## src/rtl/cv32e40p_pkg.sv

```systemverilog
// ---------------------------------------------------------------------------
// cv32e40p_pkg : shared types and constants for the TMR fault monitor | rev 1.0
// ---------------------------------------------------------------------------
`default_nettype none

package cv32e40p_pkg;

  typedef enum logic [1:0] {
    TMR_EVT_UNCORR = 2'd0,
    TMR_EVT_R1     = 2'd1,
    TMR_EVT_R2     = 2'd2,
    TMR_EVT_R3     = 2'd3
  } tmr_evt_e;

  localparam int unsigned TMR_EVT_DEPTH = 2;

endpackage

`default_nettype wire

```

## src/rtl/cv32e40p_tmr_evt_fifo.sv

```systemverilog
// ---------------------------------------------------------------------------
// cv32e40p_tmr_evt_fifo : small event queue, pop-before-push when full | rev 1.0
// ---------------------------------------------------------------------------
`default_nettype none

module cv32e40p_tmr_evt_fifo
  import cv32e40p_pkg::*;
(
  input  logic       clk,
  input  logic       rst_n,
  input  logic       clear_i,
  input  logic       push_i,
  input  logic [1:0] push_id_i,
  input  logic       pop_i,
  output logic       valid_o,
  output logic       empty_o,
  output logic [1:0] id_o,
  output logic       ovf_o
);

  localparam int unsigned CW = $clog2(TMR_EVT_DEPTH + 1);
  localparam int unsigned IW = (TMR_EVT_DEPTH > 1) ? $clog2(TMR_EVT_DEPTH) : 1;
  localparam logic [CW-1:0] DEPTH_C = CW'(TMR_EVT_DEPTH);

  logic [TMR_EVT_DEPTH-1:0][1:0] mem_q, mem_d;
  logic [CW-1:0]                 cnt_q, cnt_d;
  logic                          valid_q, ovf_q, ovf_d;
  logic                          pop, full;

  assign full    = (cnt_q == DEPTH_C);
  assign pop     = pop_i & (cnt_q != '0);
  assign valid_o = valid_q;
  assign empty_o = (cnt_q == '0);
  assign id_o    = mem_q[0];
  assign ovf_o   = ovf_q;

  // Entry 0 is always the head, so a pop is a shift toward index 0.
  always_comb begin
    mem_d = mem_q;
    cnt_d = cnt_q;
    ovf_d = ovf_q;
    if (pop) begin
      for (int i = 0; i < int'(TMR_EVT_DEPTH) - 1; i++) mem_d[i] = mem_q[i+1];
      cnt_d = cnt_q - 1'b1;
    end
    if (push_i) begin
      if (cnt_d < DEPTH_C) begin
        mem_d[cnt_d[IW-1:0]] = push_id_i;
        cnt_d = cnt_d + 1'b1;
      end else begin
        ovf_d = 1'b1;
      end
    end
  end

  always_ff @(posedge clk or negedge rst_n) begin
    if (!rst_n) begin
      mem_q   <= '0;
      cnt_q   <= '0;
      valid_q <= 1'b0;
      ovf_q   <= 1'b0;
    end else if (clear_i) begin
      mem_q   <= '0;
      cnt_q   <= '0;
      valid_q <= 1'b0;
      ovf_q   <= 1'b0;
    end else begin
      mem_q   <= mem_d;
      cnt_q   <= cnt_d;
      valid_q <= (cnt_d != '0);
      ovf_q   <= ovf_d | (full & push_i & ~pop);
    end
  end

endmodule

`default_nettype wire

```

## src/rtl/cv32e40p_tmr_monitor.sv

```systemverilog
// ---------------------------------------------------------------------------
// cv32e40p_tmr_monitor : TMR replica comparison, statistics and fault events | rev 1.0
// ---------------------------------------------------------------------------
`default_nettype none

module cv32e40p_tmr_monitor
  import cv32e40p_pkg::*;
#(
  parameter int unsigned WIDTH       = 32,
  parameter int unsigned CNT_W       = 8,
  parameter int unsigned PERM_THRESH = 4
) (
  input  logic             clk,
  input  logic             rst_n,
  input  logic             valid_i,
  input  logic [WIDTH-1:0] res1_i,
  input  logic [WIDTH-1:0] res2_i,
  input  logic [WIDTH-1:0] res3_i,
  input  logic             clear_i,
  output logic [CNT_W-1:0] err_cnt1_o,
  output logic [CNT_W-1:0] err_cnt2_o,
  output logic [CNT_W-1:0] err_cnt3_o,
  output logic [2:0]       faulty_o,
  output logic             uncorr_o,
  output logic             evt_valid_o,
  output logic [1:0]       evt_id_o,
  input  logic             evt_ready_i,
  output logic             evt_ovf_o
);

  localparam int unsigned CONS_W = $clog2(PERM_THRESH + 1);
  localparam logic [CONS_W-1:0] THRESH_C = CONS_W'(PERM_THRESH);

  logic             e12, e13, e23, uncorr, cmp, push, evt_empty;
  logic [2:0]       flt, hit;
  logic [1:0]       push_id;
  logic [2:0][CNT_W-1:0] err_w;
  logic [2:0]       faulty_q;
  logic             uncorr_q;

  assign e12 = (res1_i == res2_i);
  assign e13 = (res1_i == res3_i);
  assign e23 = (res2_i == res3_i);

  // Equality is transitive, so two equal pairs imply the clean case.
  assign flt[0] = ~e12 & ~e13 &  e23;
  assign flt[1] = ~e12 &  e13 & ~e23;
  assign flt[2] =  e12 & ~e13 & ~e23;
  assign uncorr = ~e12 & ~e13 & ~e23;
  assign cmp    = valid_i & ~clear_i;

  generate
    for (genvar i = 0; i < 3; i++) begin : g_replica
      logic [CNT_W-1:0]  err_q;
      logic [CONS_W-1:0] cons_q, cons_d;

      always_comb begin
        cons_d = cons_q;
        if (cmp && !uncorr) begin
          if (flt[i]) cons_d = (cons_q == THRESH_C) ? cons_q : cons_q + 1'b1;
          else        cons_d = '0;
        end
      end

      assign hit[i]   = (cons_d == THRESH_C);
      assign err_w[i] = err_q;

      always_ff @(posedge clk or negedge rst_n) begin
        if (!rst_n) begin
          err_q  <= '0;
          cons_q <= '0;
        end else if (clear_i) begin
          err_q  <= '0;
          cons_q <= '0;
        end else begin
          cons_q <= cons_d;
          if (cmp && flt[i] && !(&err_q)) err_q <= err_q + 1'b1;
        end
      end
    end
  endgenerate

  always_ff @(posedge clk or negedge rst_n) begin
    if (!rst_n) begin
      faulty_q <= '0;
      uncorr_q <= 1'b0;
    end else if (clear_i) begin
      faulty_q <= '0;
      uncorr_q <= 1'b0;
    end else begin
      faulty_q <= faulty_q | hit;
      if (cmp && uncorr) uncorr_q <= 1'b1;
    end
  end

  assign push    = cmp & (uncorr | (|flt));
  assign push_id = uncorr ? TMR_EVT_UNCORR :
                   flt[0] ? TMR_EVT_R1 :
                   flt[1] ? TMR_EVT_R2 : TMR_EVT_R3;

  cv32e40p_tmr_evt_fifo u_evt_fifo (
    .clk       (clk),
    .rst_n     (rst_n),
    .clear_i   (clear_i),
    .push_i    (push),
    .push_id_i (push_id),
    .pop_i     (~evt_empty & evt_ready_i),
    .valid_o   (evt_valid_o),
    .empty_o   (evt_empty),
    .id_o      (evt_id_o),
    .ovf_o     (evt_ovf_o)
  );

  assign err_cnt1_o = err_w[0];
  assign err_cnt2_o = err_w[1];
  assign err_cnt3_o = err_w[2];
  assign faulty_o   = faulty_q;
  assign uncorr_o   = uncorr_q;

endmodule

`default_nettype wire

```

## config.mk

```make
export PLATFORM = sky130hd
export DESIGN_NAME = cv32e40p_tmr_monitor
export DESIGN_NICKNAME = d
export VERILOG_FILES = /design/src/rtl/cv32e40p_pkg.sv /design/src/rtl/cv32e40p_tmr_evt_fifo.sv /design/src/rtl/cv32e40p_tmr_monitor.sv
export SDC_FILE = /design/constraint.sdc
export NUM_CORES = 1
export LEC_CHECK = 0
export CAP_MARGIN = 30
export CORE_AREA = 2 2 90 92
export DETAILED_ROUTE_END_ITERATION = 8
export DIE_AREA = 0 0 92 94
export GPL_TIMING_DRIVEN = 1
export PLACE_DENSITY = 0.91
export SLEW_MARGIN = 5
export SYNTH_ARGS = -nofsm -noshare
export SYNTH_HDL_FRONTEND = slang
export SYNTH_SLANG_ARGS = --single-unit
export TNS_END_PERCENT = 5
```

## constraint.sdc

```tcl
create_clock -name clk -period 3.08 [get_ports clk]
set_input_delay 0.924 -clock clk [delete_from_list [all_inputs] [get_ports clk]]
set_output_delay 0.924 -clock clk [all_outputs]
set_load 0.05 [all_outputs]
```

Word-level counts from Yosys, hierarchy flattened
Index checks and enable logic that the tools add are counted.
{"block": "op_classes", "n_shift": 0, "bitwise": 22, "n_div": 0, "addsub": 8, "n_eq_ne": 10, "magnitude_cmp": 3, "multipliers": 0, "n_reduce_logical": 27, "muxes": 39}
{"cell": "32-bit == test", "n": 3}
{"cell": "8-bit two-way mux", "n": 6}
{"cell": "3-bit two-way mux", "n": 13}
{"cell": "8-bit by 1-bit adder with 8-bit output (second input constant)", "n": 3}
{"cell": "8-bit AND reduction", "n": 3}
{"cell": "3-bit == test (second input constant)", "n": 6}
{"cell": "2-bit two-way mux", "n": 8}
{"cell": "2-bit nonzero test", "n": 8}
{"cell": "1-bit bitwise AND", "n": 13}
{"cell": "4-bit two-way mux", "n": 3}
{"cell": "3-bit by 1-bit adder with 3-bit output (second input constant)", "n": 3}
{"cell": "1-bit logical AND", "n": 9}
{"cell": "1-bit two-way mux", "n": 7}
{"cell": "1-bit NOT", "n": 6}
{"cell": "4-bit bitwise mux", "n": 1}
{"cell": "1-bit logical NOT", "n": 4}
{"cell": "3-bit bitwise OR", "n": 1}
{"cell": "3-bit OR reduction", "n": 1}
{"cell": "2-bit by 1-bit adder with 2-bit output (second input constant)", "n": 1}
{"cell": "2-bit demux with 1-bit select", "n": 1}
{"cell": "2-bit == test (second input constant)", "n": 1}
{"cell": "2-bit logical NOT", "n": 1}
{"cell": "1-bit by 2-bit less-than comparator with 1-bit output (second input constant)", "n": 1}
{"cell": "2-bit less-than comparator (second input constant)", "n": 1}
{"cell": "other kinds (4)", "n": 5}
{"block": "totals", "ram_bits": 0, "out_inout_bits": 32, "latchBits": 0, "regBits": 45, "mem_count": 0, "inputBits": 101, "romBits": 0}

Longest topological paths before layout
Gate-level depths: netlist (run 1).
{"block": "logic_depth", "depth_word": 13, "depth_mapped": 9, "depth_no_buf": 8}

By module
A second synthesis (run 1) with hierarchy kept.
{"block": "unflattened", "cells_unflattened": 423, "hier_area_um2": 3798.6}
{"mod": "cv32e40p_tmr_monitor", "instances": 1, "seq_area_each_um2": 925.9, "cells_each": 374, "area_per_inst_um2": 3289.4}
{"mod": "cv32e40p_tmr_evt_fifo", "instances": 1, "seq_area_each_um2": 200.2, "cells_each": 49, "area_per_inst_um2": 509.2}

Least setup slack after synthesis (run 1)
OpenSTA, ideal clock, no wires.
{"block": "synth_timing", "path_kind": "input -> register", "start": "input port res2_i[23]", "end": "register faulty_q[2], in the netlist faulty_o[2]", "setup_slack_ps": 439, "arrival_time_ps": 2501, "setup_ps": 140, "cell_stages": 8, "cell_sequence": "xor2_1 -> nor4_1 -> nand4_1 -> or2_1 -> buf_2 -> o311a_1 -> o221ai_1 -> o32ai_1"}
{"block": "synth_via", "elab_chain_len": 10, "word_cells_on_any_way": 15, "cone_classes": "eq/ne (3); mux (3); bitwise (7); reduce/logical (2)"}
{"element": "from (decl)", "line": "cv32e40p_tmr_monitor.sv:17", "text": "input logic [WIDTH-1:0] res2_i,"}
{"element": "32-bit == test", "line": "cv32e40p_tmr_monitor.sv:41", "text": "assign e12 = (res1_i == res2_i);"}
{"element": "1-bit NOT", "line": "cv32e40p_tmr_monitor.sv:49", "text": "assign uncorr = ~e12 & ~e13 & ~e23;"}
{"element": "1-bit bitwise AND (2 in a row)", "line": "cv32e40p_tmr_monitor.sv:49"}
{"element": "1-bit logical NOT", "line": "cv32e40p_tmr_monitor.sv:59", "text": "if (cmp && !uncorr) begin"}
{"element": "1-bit logical AND", "line": "cv32e40p_tmr_monitor.sv:59"}
{"element": "3-bit two-way mux (*)", "line": "cv32e40p_tmr_monitor.sv:59"}
{"element": "3-bit == test (*)", "line": "cv32e40p_tmr_monitor.sv:65", "text": "assign hit[i] = (cons_d == THRESH_C);"}
{"element": "3-bit bitwise OR (*)", "line": "cv32e40p_tmr_monitor.sv:91", "text": "faulty_q <= faulty_q | hit;"}
{"element": "3-bit two-way mux (*)", "line": "cv32e40p_tmr_monitor.sv:87", "text": "end else if (clear_i) begin"}
{"element": "to (signal assigned)", "line": "cv32e40p_tmr_monitor.sv:91"}
{"element": "to (decl)", "line": "cv32e40p_tmr_monitor.sv:38", "text": "logic [2:0] faulty_q;"}
Mark *: on every way between the ends. The rest lies on a longest branch, timed or not.
A chain may end at the register's enable or synchronous reset.

Final worst setup path (run 1)
{"block": "layout_timing", "start": "input port res1_i[1]", "end": "register g_replica[2].err_q[5], in the netlist err_cnt3_o[5]"}
{"block": "layout_via", "elab_chain_len": 7, "word_cells_on_any_way": 8, "cone_classes": "eq/ne (2); bitwise (3); reduce/logical (3)"}
{"element": "from (decl)", "line": "cv32e40p_tmr_monitor.sv:16", "text": "input logic [WIDTH-1:0] res1_i,"}
{"element": "32-bit == test", "line": "cv32e40p_tmr_monitor.sv:42", "text": "assign e13 = (res1_i == res3_i);"}
{"element": "1-bit NOT", "line": "cv32e40p_tmr_monitor.sv:48", "text": "assign flt[2] = e12 & ~e13 & ~e23;"}
{"element": "1-bit bitwise AND (*) (2 in a row)", "line": "cv32e40p_tmr_monitor.sv:48"}
{"element": "1-bit logical AND (*) (2 in a row)", "line": "cv32e40p_tmr_monitor.sv:77", "text": "if (cmp && flt[i] && !(&err_q)) err_q <= err_q + 1'b1;"}
{"element": "2-bit nonzero test (no line) (*)"}
{"element": "to (signal assigned)", "line": "cv32e40p_tmr_monitor.sv:77"}
{"element": "to (decl)", "line": "cv32e40p_tmr_monitor.sv:54", "text": "logic [CNT_W-1:0] err_q;"}
Marked as above.

==> summary.txt, run 1 <==
Worst setup path
  – Crit start category: input pin
  – Register-to-register setup slack: 930 ps
  – Critical path class: input pin to flop
  – Crit path arrival time: 3340 ps
  – Crit Path Max Fanout: 4
  – CP Capture Type: flop
  – Worst Path Required: 3300 ps
  – FF-to-FF End: u_evt_fifo.valid_o
  – Worst r2r src: u_evt_fifo.cnt_q[1]
  – Reg2Reg Depth: 8

Synthesis
  – Post-synth EDFFs: 0
  – Commonest cells in the netlist: xor2_1 (66), dfrtp_1 (45), xnor2_1 (33)
  – Cell count after synthesis: 409
  – #FFs+latches synth: 45
  – Synth Warn #: 0
  – Multiplexer share of the synthesized area: 1.72%
  – Synth unique cells: 48
  – Area fraction of the dominant cell type after synthesis: 30.9%
  – Primary FF master, synth: dfrtp_1
  – Adder-Cell Fraction of Synth Area: 4.12%
  – Syn Area/Cell: 8.90 um^2
  – Largest family of logic cells by synthesized area: XOR/XNOR gates
  – Post-synthesis compound-gate area fraction: 14.1%
  – Async set-or-reset flop fraction in the synthesized netlist: 100%
  – Post-Synth XOR/XNOR Area: 23.8%
  – Synth Net Count: 522
  – Ranking of synthesized cells by area: dfrtp_1 (31%), xor2_1 (16%), xnor2_1 (7.9%)
  – Synth area leader: dfrtp_1
  – Mapped Area: 3640 um^2
  – Simple-gate share of the synthesized area: 21.2%
  – Sequential fraction of the synthesis area: 30.9%
  – Count leader, synth: xor2_1

Place
  – I/O Buffers: 132
  – GPL Wtd Cong: 0.870
  – Post-Place Setup Slack: -570 ps
  – Placed Instances: 679
  – DP Wirelength: 8.96 mm

STA
  – Clock skew: 5.87 ps
  – Post-route minimum period: 3120 ps
  – Final worst slack: -38.6 ps
  – RSZ-0062 raised after global routing: true
  – Final period utilization: 101%
  – Measured slew at the worst slew-check pin: 562 ps
  – Final setup viols: 9
  – Final Hold Viols: 0
  – Rel. slew slack: 62.4%
  – Slew Viols, Final: 0
  – Fmax achieved: 321 MHz

Detailed routing
  – Drc violations: 0
  – DRT antenna net count: 0
  – Average wire per standard cell: 19.2 um
  – Number of vias per cell: 6.10
  – DR iter-0 viols: 379
  – Pre-antenna DRT Iters: 5
  – Final WL: 13.3 mm
  – DR vias: 4231

GRT
  – GR Overflow Total: 0
  – Largest net degree at the start of global routing: 38
  – First-pass GRT wire length: 18.7 mm
  – Gr usage total: 26.7%
  – Initial antenna violation count: 0
  – Vias in the first global route: 4253

Finish
  – Layout cell share with drive strength beyond 1: 18.1%
  – Util after Layout: 78.1%
  – Synth-to-Final Area Change: 63.1%
  – Non-filler instance count after layout: 694
  – Antenna fix cells: 0
  – Fin nets: 704

Die
  – Area of the die: 8650 um^2
  – Die Width: 92 um
  – Top Ports: 133
  – Die height: 94 um
  – Row count: 32
  – Initial Util: 47.9%
  – Core box area: 7610 um^2

Clock network
  – TritonCTS Buffers: 5
  – Root buf cell: clkbuf_8
  – Htree depth: 2
  – Skew-Pair Late Insertion Delay: 310 ps
  – CTS max path bufs: 2
  – Clock slew at reported path FFs: 90 ps
  – Sink Count: 45
  – CTS tree: yes

Power
  – VDD IR-drop max: 0.000216 V
  – Leakage: 2.77 nW
  – Pwr/cell area: 284 nW/um^2
  – Tot Pwr: 1.68 mW

Outcome
  – Status: complete, but fails checks
  – Failing checks: negative setup slack

Worst hold path
  – HP Class: input pin to asynchronous set/reset pin

Job
  – Total of max-cap violations: 0
where the power goes:
group	internal (mW)	total, mW	switching, mW
clock	0.244	0.461	0.218
combinational	0.283	0.601	0.317
sequential	0.612	0.622	0.00962
registers in the layout (all words and copies together) (netlist names):
signal	cells
err_cnt2_o	8
u_evt_fifo.valid_o	1
uncorr_o	1
u_evt_fifo.id_o	2
err_cnt1_o	8
u_evt_fifo.cnt_q	2
faulty_o	3
u_evt_fifo.ovf_o	1
g_replica.cons_q	9
u_evt_fifo.mem_q	2
err_cnt3_o	8
layout make-up:
cell class | count | area, um^2
Inverter | 21 | 78.8
Clock buffer | 6 | 72.6
Clock inverter | 2 | 38.8
Sequential cell | 45 | 1130
Multi-Input combinational cell | 330 | 2600
Tap cell | 102 | 128
Fill cell | 439 | 1670
Timing Repair Buffer | 188 | 1890
kinds of logic after synthesis:
logic type      after synthesis
xor+xnor                     99
simple gates                136
compound gates               76
buf+inv                      35
flops                        45
mux                           6
fa+ha+maj                    12
worst max-delay path by stage:
| stage | startpoint | cells after the start | endpoint |
|---|---|---|---|
| detailed placement | res2_i[24] | 9 | err_cnt3_o[2] |
| CTS | res3_i[24] | 9 | err_cnt2_o[5] |
| finish | res1_i[1] | 8 | err_cnt3_o[5] |
| global placement | res1_i[24] | 9 | err_cnt3_o[2] |
| floorplan | res2_i[23] | 8 | faulty_o[2] |
| global route | res3_i[3] | 10 | err_cnt1_o[7] |
critical path: stages:
cell and delay [ps]:
clkdlybuf4s50_1 480, xor2_1 190, nor4_2 340, nand4_1 260, nor3_1 230, nand4_1 200
or4_1 540, a21oi_1 180
stage by stage:
stage	instance area (um^2)	TNS [ps]	hold WS, ps
final	5940	-162	540
after global placement	5380	-10150	489
after detailed placement	5400	-15840	529
after floorplan	3640	0	509
after global routing	5940	-1000	552
after CTS	5590	-15.2	543
timing repair:
action,4_1_cts,5_1_grt
buffers inserted,0,5
hold endpoints to repair,0,0
hold buffers,0,0
resized for setup,14,84
cloned,0,2
setup endpoints to repair,35,41
pin swaps,4,32
cell usage in the layout, fill, tap and decap left out, types with 3 or more instances in the layout:
cell              n
xnor2_1          33
or3_1             6
dfrtp_1          45
a21oi_1          23
xor2_1           66
and2_1            3
ha_1             12
nor4_4            3
nand3_1          12
or4_1            11
dlymetal6s2s_1   56
a211oi_1          5
and3_1            3
nand3b_1          3
nand2_1          22
clkdlybuf4s50_1  75
nor3_1            5
o21ai_0           6
mux2i_1           4
a31oi_1           5
clkbuf_8          5
nor4_1            7
nor2_1           13
inv_1            20
nor4_2           11
buf_4            52
nand4_1          20
o31ai_1          11
o21ai_1           5
metal layers:
metal	track usage, %	routed length (um)
met5	0	0
met4	14.6	766
met3	4.90	949
met2	50.4	7140
met1	28.0	4460
No activity file was read; power rests on OpenSTA's default activity.
==> run 2: changes to the inputs <==
Settings changed: ABC_CLOCK_PERIOD_IN_PS set to 3080, CORE_AREA 2 2 90 92 to 2 2 89 91, CTS_BUF_LIST set to sky130_fd_sc_hd__clkbuf_8, DIE_AREA 0 0 92 94 to 0 0 91 93, PLACE_DENSITY 0.91 to 0.92.
==> run 2 against run 1 <==
Register-to-register slack gained 20 ps. Clock skew is essentially flat. First-iteration DRC count shrank 32%. Die area shrank 2.1%. Worst hold slack lost 12 ps. Critical endpoint is now g_replica[1].cons_q[2]. Maximum frequency shrank 0.14%. Highest routed layer unchanged. Largest power group unchanged. Via count shrank 3.7%. Utilization shrank 0.73 points. The flow still finishes with violations (negative setup slack). Worst setup slack lost 4.5 ps. Sequential cell count is the same. Combinational power shrank 3%. Cell count shrank 0.14%.
==> summary.txt, run 2 (synthesis results as in run 1) <==
Power
  – Sequential share of power: 39.8% (+2.9 points)
  – Combinational share of power: 37.3% (+1.6 points)
  – Pwr/cell area: 269 nW/um^2 (-5.2%)
  – VDD IR-drop max: 0.000189 V (-12%)
  – Pint: 1.05 mW (-8.1%)
  – Net Sw Power: 0.517 mW (-5.0%)
  – Power share of the clock group: 23.0% (-4.4 points)
  – Sw frac: 33.1% (+0.74 points)
  – Leakage: 2.70 nW (-2.6%)

GRT
  – M1 GR Usage: 27.9% (-0.18 points)
  – Grt met3 use: 5.32% (+0.42 points)
  – First-pass GRT wire length: 17.9 mm (-4.0%)
  – Vias in the first global route: 4044 (-4.9%)
  – Initial antenna violation count: 0 (unchanged)
  – Gr usage total: 25.9% (-0.82 points)
  – GR Overflow Total: 0 (unchanged)
  – M2 GR Usage: 48.1% (-2.3 points)
  – Layer carrying the most global-route usage: met2
  – Largest net degree at the start of global routing: 27 (-29%)

Die
  – Die height: 93 um (-1.1%)
  – Top Ports: 133 (unchanged)
  – Area of the die: 8460 um^2 (-2.1%)
  – Initial Util: 48.4% (+0.51 points)
  – Die Width: 91 um (-1.1%)
  – Row count: 32 (unchanged)
  – Core box area: 7530 um^2 (-1.1%)

Detailed routing
  – DRT antenna net count: 0 (unchanged)
  – Average wire per standard cell: 17.7 um (-7.6%)
  – Pre-antenna DRT Iters: 5 (unchanged)
  – Drc violations: 0 (unchanged)
  – DR iter-0 viols: 257 (-32%)
  – Final WL: 12.3 mm (-7.8%)
  – Number of vias per cell: 5.88 (-3.6%)
  – DR vias: 4073 (-3.7%)

STA
  – Post-route minimum period: 3120 ps (+4.52 ps)
  – Final period utilization: 101% (+0.15 points)
  – Measured slew at the worst slew-check pin: 531 ps (-30.5 ps)
  – Final worst slack: -43.2 ps (-4.52 ps)
  – Final setup viols: 3 (-6)
  – Clock skew: 5.81 ps (-0.0632 ps)
  – Final Hold Viols: 0 (unchanged)
  – Slew Viols, Final: 0 (unchanged)
  – Fmax achieved: 320 MHz (-0.14%)
  – RSZ-0062 raised after global routing: true
  – Rel. slew slack: 64.5% (+2.0 points)
  – Total negative slack: -68.7 ps (+93.2 ps)

Worst hold path
  – HP Class: flop to flop

Finish
  – Commonest non-fill, non-tap cell in the layout: clkdlybuf4s50_1
  – Util after Layout: 77.3% (-0.73 points)
  – Footprint of the multi-input gates: 2530 um^2 (-2.6%)
  – Layout cell share with drive strength beyond 1: 17.3% (-0.82 points)
  – Synth-to-Final Area Change: 59.9%
  – Largest register FFs: 9 (unchanged)
  – Reg with most FFs: g_replica.cons_q
  – Antenna fix cells: 0 (unchanged)
  – Most frequent cells in the layout: clkdlybuf4s50_1 (77), xor2_1 (66), buf_4 (51), dlymetal6s2s_1 (51), dfrtp_1 (45)
  – Fin nets: 703 (-0.14%)
  – Fill cells: 472 (+7.5%)
  – Register area: 1130 um^2 (unchanged)

Place
  – GPL Wtd Cong: 0.892 (+2.5%)
  – Post-Place Setup Slack: -479 ps (+90.9 ps)
  – DP Wirelength: 8.72 mm (-2.7%)
  – I/O Buffers: 132 (unchanged)

Worst setup path
  – Crit path arrival time: 3300 ps (-40 ps)
  – CP top delay family: buffers and inverters
  – Number of buffers and inverters on the critical path: 4 (+3)
  – Slowest CP cell: clkdlybuf4s50_1
  – Cell Chain, Critical Path: clkdlybuf4s50_1 > xnor2_1 > nand4_1 > nor4_4 > and2_4 > buf_4 > o31ai_1 > buf_4 > buf_4 > a21oi_1 > nor3_1
  – Crit start category: input pin
  – Worst Path Required: 3250 ps (-50 ps)
  – Critical path class: input pin to flop
  – Critical path's largest stage delay: 570 ps (+30 ps)
  – CP Capture Type: flop
  – Most common cell on crit path: buf_4
  – Crit Path Max Fanout: 4 (unchanged)

Clock network
  – CTS tree: yes
  – Root buf cell: clkbuf_8
  – Htree depth: 2 (unchanged)
  – Skew-Pair Late Insertion Delay: 300 ps (about the same)
  – TritonCTS Buffers: 5 (unchanged)
  – CTS max path bufs: 2 (unchanged)
  – Clock slew at reported path FFs: 80 ps (about the same)
  – Sink Count: 45 (unchanged)

Outcome
  – Failing checks: negative setup slack
  – Status: complete, but fails checks

Job
  – Total of max-cap violations: 0 (unchanged)
-- run 2: changes by cell type in the layout (fill, tap and decap cells not counted), moves of 2 or more --
cell | previous run | this run
nor3_1 | 5 | 3
dlymetal6s2s_1 | 56 | 51
inv_1 | 20 | 22
dlygate4sd2_1 | 0 | 3
nor4_2 | 11 | 13
nor3_2 | 1 | 3
buf_6 | 2 | 4
nor4_4 | 3 | 1
clkdlybuf4s50_1 | 75 | 77
-- run 2: cell type report --
type                            instances  area share (%)
Timing Repair Buffer                  188            32.2
Clock inverter                          3           0.258
Inverter                               21            1.35
Tap cell                              102            2.19
Multi-Input combinational cell        329            43.5
Clock buffer                            5            1.18
Sequential cell                        45            19.3
-- run 2: path summary, 6_finish.rpt --
kind                                     startpoint                     end  slack, ps  cells past startpoint
worst max-delay path                     res1_i[23]  g_replica[1].cons_q[2]        -40                     11
worst min-delay path                  err_cnt2_o[0]           err_cnt2_o[0]        530                      1
worst max register to register  u_evt_fifo.cnt_q[1]      u_evt_fifo.valid_o        950                      8
worst min register to register        err_cnt2_o[0]           err_cnt2_o[0]        530                      1
max in group asynchronous                     rst_n           err_cnt2_o[2]       1810                      2
min in group asynchronous                     rst_n      u_evt_fifo.valid_o        560                      1
-- run 2: power groups by stage --
stage / registers (mW) / logic (mW) / clock network [mW]
6_report: 0.622 / 0.583 / 0.359
5_1_grt: 0.626 / 0.624 / 0.388
4_1_cts: 0.622 / 0.569 / 0.360
3_5_place_dp: 0.634 / 0.564 / 0
3_3_place_gp: 0.633 / 0.536 / 0
2_1_floorplan: 0.663 / 0.265 / 0
-- run 2: what timing repair did --
action                                  CTS  global route
buffers inserted                          1             5
gates cloned                              0             2
endpoints found under the setup margin   32            38
gates resized for setup                  18            74
pin swaps                                 6            30
hold buffers                              0             0
-- run 2: layer usage --
metal / wire length [um] / share of wire (%)
met5: 0 / 0
met4: 567 / 4.6
met3: 764 / 6.2
met2: 6430 / 52
met1: 4520 / 37
-- run 2: stage by stage --
step                power [mW]  cells  cell area (um^2)  hold slack [ps]
floorplan                0.928    409              3640              509
CTS                       1.55    686              5530              533
global placement          1.17    677              5370              484
global route              1.64    693              5820              564
detailed placement        1.20    677              5370              520
finish                    1.56    693              5820              528
